$ cat config.mk
export PLATFORM = sky130hd
export DESIGN_NAME = ahtbe_egress_sched
export DESIGN_NICKNAME = d
export VERILOG_FILES = /design/src/rtl/ahtbe_egress_sched.sv
export SDC_FILE = /design/constraint.sdc
export NUM_CORES = 1
export LEC_CHECK = 0
export CAP_MARGIN = 10
export CORE_ASPECT_RATIO = 0.5
export CORE_MARGIN = 5
export CORE_UTILIZATION = 25
export DETAILED_ROUTE_END_ITERATION = 10
export PLACE_DENSITY = 0.47
export SYNTH_ARGS = -nofsm -noshare
export SYNTH_HDL_FRONTEND = slang
export SYNTH_SLANG_ARGS = --single-unit
$ cat constraint.sdc
create_clock -name clk -period 2.7 [get_ports clk]
set_input_delay 0.405 -clock clk [delete_from_list [all_inputs] [get_ports clk]]
set_output_delay 0.405 -clock clk [all_outputs]
set_load 0.01 [all_outputs]
$ cat src/rtl/ahtbe_egress_sched.sv
// ahtbe_egress_sched: congestion-aware round-robin scheduler for the telemetry egress port
module ahtbe_egress_sched #(
  parameter int N         = 4,
  parameter int DW        = 8,
  parameter int MAX_BURST = 4,
  parameter int GAP       = 3
) (
  input  logic                               clk,
  input  logic                               rst_n,
  input  logic [N-1:0]                       req_valid,
  input  logic [N*DW-1:0]                    req_data,
  output logic [N-1:0]                       req_ready,
  input  logic [N-1:0]                       lowpri_mask,
  input  logic                               congestion,
  output logic                               out_valid,
  output logic [DW-1:0]                      out_data,
  input  logic                               out_ready,
  output logic                               grant_active,
  output logic [((N > 1) ? $clog2(N) : 1)-1:0] grant_id,
  output logic [15:0]                        throttle_cnt
);
  localparam int IW = (N > 1) ? $clog2(N) : 1;
  typedef enum logic [1:0] {S_IDLE, S_GRANT, S_GAP} state_t;
  state_t state, state_n;
  logic [IW-1:0] ptr, ptr_n, grant_id_n, sel, idx;
  logic [3:0] burst_cnt, burst_n, gap_cnt, gap_n;
  logic [15:0] thr_n;
  logic [N-1:0] elig;
  logic found, hold, xfer, granted;
  // low-priority requesters drop out of eligibility in the same cycle congestion rises
  assign elig         = req_valid & ~(lowpri_mask & {N{congestion}});
  assign granted      = state == S_GRANT;
  assign hold         = elig[grant_id];
  assign xfer         = granted && hold && out_ready;
  assign out_valid    = granted && hold;
  assign out_data     = granted ? req_data[grant_id*DW +: DW] : '0;
  assign req_ready    = xfer ? (N'(1) << grant_id) : '0;
  assign grant_active = granted;
  // round-robin search starting after the last holder; nearest eligible wins
  always_comb begin
    found = 1'b0;
    sel   = '0;
    idx   = '0;
    for (int k = N; k >= 1; k--) begin
      idx = IW'((int'(ptr) + k) % N);
      if (elig[idx]) begin
        found = 1'b1;
        sel   = idx;
      end
    end
  end
  // next-state: grant from idle, release on burst end or lost eligibility, gap countdown
  always_comb begin
    state_n    = state;
    ptr_n      = ptr;
    grant_id_n = grant_id;
    burst_n    = burst_cnt;
    gap_n      = gap_cnt;
    thr_n      = throttle_cnt;
    if (state == S_IDLE && found) begin
      state_n    = S_GRANT;
      grant_id_n = sel;
      burst_n    = '0;
    end else if (granted && (!hold || (xfer && burst_cnt == 4'(MAX_BURST - 1)))) begin
      ptr_n   = grant_id;
      state_n = congestion ? S_GAP : S_IDLE;
      gap_n   = congestion ? 4'(GAP - 1) : gap_cnt;
      thr_n   = (congestion && throttle_cnt != 16'hFFFF) ? throttle_cnt + 16'd1 : throttle_cnt;
    end else if (xfer) begin
      burst_n = burst_cnt + 4'd1;
    end else if (state == S_GAP) begin
      state_n = (gap_cnt == 4'd0) ? S_IDLE : S_GAP;
      gap_n   = (gap_cnt == 4'd0) ? gap_cnt : gap_cnt - 4'd1;
    end
  end
  // state register with synchronous active-low reset
  always_ff @(posedge clk) begin
    if (!rst_n) begin
      state        <= S_IDLE;
      ptr          <= IW'(N - 1);
      grant_id     <= '0;
      burst_cnt    <= '0;
      gap_cnt      <= '0;
      throttle_cnt <= '0;
    end else begin
      state        <= state_n;
      ptr          <= ptr_n;
      grant_id     <= grant_id_n;
      burst_cnt    <= burst_n;
      gap_cnt      <= gap_n;
      throttle_cnt <= thr_n;
    end
  end
endmodule

==> metrics.md, run 1 <==
| Metric | Value |
|---|---|
| Status | completed |
| Layout net count | 354 |
| Detailed Routing Iterations Pass 1 | 4 |
| Post-Synthesis Cells | 219 |
| Placed Instance Area | 3000 µm² |
| Share of cells above drive strength 1 | 0.201 |
| Die X | 137 µm |
| Worst EP arrival | 2.18 ns |
| Cell variety after synth | 52 |
| Period utilization | 0.959 |
| Clock-pin transition on the worst setup and hold timing paths | 0.05 ns |
| CTS buffer count | 5 |
| Final Hold Viols | 0 |
| Fill cell count | 833 |
| Sequential area share after synthesis | 0.297 |
| CTS H-tree lvls | 2 |
| Power Density | 453 nW/µm² |
| Routability cong. | 0.768 |
| Detailed-route wire length | 6290 µm |
| CTS tree | done |
| Post-Place Setup Slack | -0.463 ns |
| Worst setup SP type | input port |
| Vias in the first global route | 1993 |
| Hold crit path type | flop to flop |
| Detail-routed via count per cell | 4.97 |
| Fin area | 3150 µm² |
| Ys flop type | dfxtp_1 |
| Syn_nets | 266 |
| Worst-margin pin slew | 0.516 ns |
| Initial DRC count | 119 |
| Site Rows | 23 |
| Area growth from synthesis to layout | 55.8% |
| WHS | 0.504 ns |
| Setup CP Type | input port to output port |
| Setup ws final | 0.110 ns |
| WL/cell | 15.0 µm |
| Initial core utilization | 0.254 |
| Req. time, crit path | 2.30 ns |
| Leak pwr | 1.11 nW |
| DRC viols | 0 |
| Clock skew | 0.00690 ns |
| First-pass GRT wire length | 9980 µm |
| Dpl hpwl | 4840 µm |
| CTS root buffer | clkbuf_16 |
| I/O Buffers | 75 |
| Cells along the critical path | clkdlybuf4s50_1 > a21bo_2 > mux4_2 > nor2_4 > buf_4 > and4_1 > buf_2 |
| FFs w/ async S/R, synth | 0 |
| Mapped Avg Cell Area | 9.23 µm² |
| Initial antenna violation count | 0 |
| RSZ-0062 raised after global routing | no |
| Worst Path Max Fanout | 3 |
| Crit-path slowest cell | mux4_2 |
| Worst-skew pair later-pin latency | 0.27 ns |
| Setup crit end kind | output port |
| Sink Count | 30 |
| Chip Height | 73.6 µm |
| Largest net degree at the start of global routing | 31 |
| Gr ovfl total | 0 |
| Buf/Inv on CP | 3 |
| Critical path's top delay family | buffers and inverters |
| MaxCap Viol Count | 0 |
| F_max | 386 MHz |
| Die ar. | 10100 µm² |
| Total number of vias | 2086 |
| Gr usage total | 0.123 |
| EDFF count, synth | 0 |
| # Post-CTS Setup Buffers | 0 |
| Core Region | 7940 µm² |
| Clock period minus worst slack | 2.59 ns |
| Slew margin rel. | 0.655 |
| Cell Area, Synth | 2020 µm² |
| Synth warnings | 0 |
| Hold-fix buffers, CTS | 0 |
| Peak VDD IR | 0.209 mV |
| N_diodes | 0 |
| Critical path's largest stage delay | 0.52 ns |
| Bufs on Longest Clock Path | 2 |
| # IOs | 76 |
| Synthesized flop and latch total | 30 |
| Fin Setup TNS | 0 ns |
| Detail Route Antenna Nets | 0 |
| Endpoints failing setup | 0 |
| Max Slew Vio Count | 0 |
==> metal layers <==
metal,track usage,wire [µm],vias to the layer above
li1,-,-,1018
met2,0.225,3180,63
met1,0.148,2680,1003
met5,0,0,-
met4,0.0343,36,0
met3,0.0274,387,2
==> cells in the final DEF, fill, tap and decap left out, drive strengths merged, types with 3 or more instances in the layout <==
cell           count
nand3              9
nor4               3
a21oi             14
buf               23
o21ai              5
nor2              13
a21boi             5
ha                 3
nor3               5
xor2               3
and3               4
dfxtp             30
nand2             16
mux4              10
nand2b            10
o31ai              6
a21bo              4
and4               3
or4                8
clkbuf             8
nand4              3
o311ai             3
inv                6
mux2i              7
a31oi              3
o41ai              5
and2               8
clkdlybuf4s50     69
==> report_power, final <==
| group | internal, mW | switching, mW |
|---|---|---|
| logic | 0.228 | 0.165 |
| registers | 0.459 | 0.0175 |
| clock network | 0.365 | 0.193 |
==> sequential cells by signal (all words and copies together), names as in the netlist <==
signal        cells
grant_id          2
throttle_cnt     16
state             2
burst_cnt         4
gap_cnt           4
ptr               2
==> kinds of logic after synthesis <==
kind of cell | count (synthesis) | synth area share
AND/OR/NAND/NOR | 89 | 0.252
AO/OA/AOI/OAI | 55 | 0.211
flip-flops | 30 | 0.297
buffers and inverters | 20 | 0.0532
multiplexers | 17 | 0.146
XOR/XNOR | 5 | 0.0217
adder cells (fa/ha/maj) | 3 | 0.0186
==> path summary, 6_finish.rpt <==
| kind | to | slack, ns | cells after the start | startpoint |
|---|---|---|---|---|
| worst max-delay path | req_ready[3] | 0.11 | 7 | req_valid[3] |
| worst min-delay path | throttle_cnt[8] | 0.50 | 2 | throttle_cnt[8] |
| worst min register to register | throttle_cnt[8] | 0.50 | 2 | throttle_cnt[8] |
| worst max register to register | throttle_cnt[5] | 0.67 | 6 | state[1] |
==> worst min-delay path: stages, from the launching register on <==
cell	delay (ns)
dfxtp_1	0.34
nand2_1	0.06
mux2i_1	0.05
==> final cells by class <==
cell class | count | area [µm²] | share of cell area
timing repair buffer | 95 | 891 | 0.283
clock buffer | 7 | 143 | 0.0453
inverter | 6 | 22.5 | 0.00715
multi-input combinational | 169 | 1350 | 0.428
tap | 112 | 140 | 0.0445
clock inverter | 1 | 5.00 | 0.00159
sequential | 30 | 601 | 0.191
==> cells in the mapped netlist, drive strengths merged, types with 5 or more instances <==
master | instances | share of area
nor2 | 13 | 0.024
o41ai | 5 | 0.022
nand3 | 9 | 0.025
o21ai | 5 | 0.014
and2 | 8 | 0.025
a21oi | 14 | 0.044
nand2 | 16 | 0.031
mux4 | 10 | 0.11
dfxtp | 30 | 0.30
mux2i | 7 | 0.035
o31ai | 6 | 0.022
buf | 10 | 0.035
nand2b | 10 | 0.031
inv | 6 | 0.011
or4 | 8 | 0.030
nor3 | 5 | 0.012
a21boi | 5 | 0.019
==> stage by stage <==
step / std cells / utilization / power (mW)
floorplan: 219 / - / 0.690
global placement: 412 / 0.377 / 0.875
detailed placement: 412 / 0.377 / 0.879
CTS: 420 / 0.397 / 1.44
global route: 420 / 0.396 / 1.50
finish: 420 / 0.396 / 1.43
==> repair_timing <==
item,4_1_cts,5_1_grt
endpoints found under the setup margin,5,4
gates resized for setup,14,9
pin swaps,1,1
No activity file was read; power rests on OpenSTA's default activity.
==> run 2, diff against run 1 <==
--- a/config.mk
+++ b/config.mk
@@ -9,6 +9,7 @@
 export CORE_ASPECT_RATIO = 0.5
 export CORE_MARGIN = 5
 export CORE_UTILIZATION = 25
+export CTS_CLUSTER_DIAMETER = 80
 export DETAILED_ROUTE_END_ITERATION = 10
 export PLACE_DENSITY = 0.47
 export SYNTH_ARGS = -nofsm -noshare
==> results of run 2 <==
The final DEF is identical to that of run 1; final timing and power are the same.
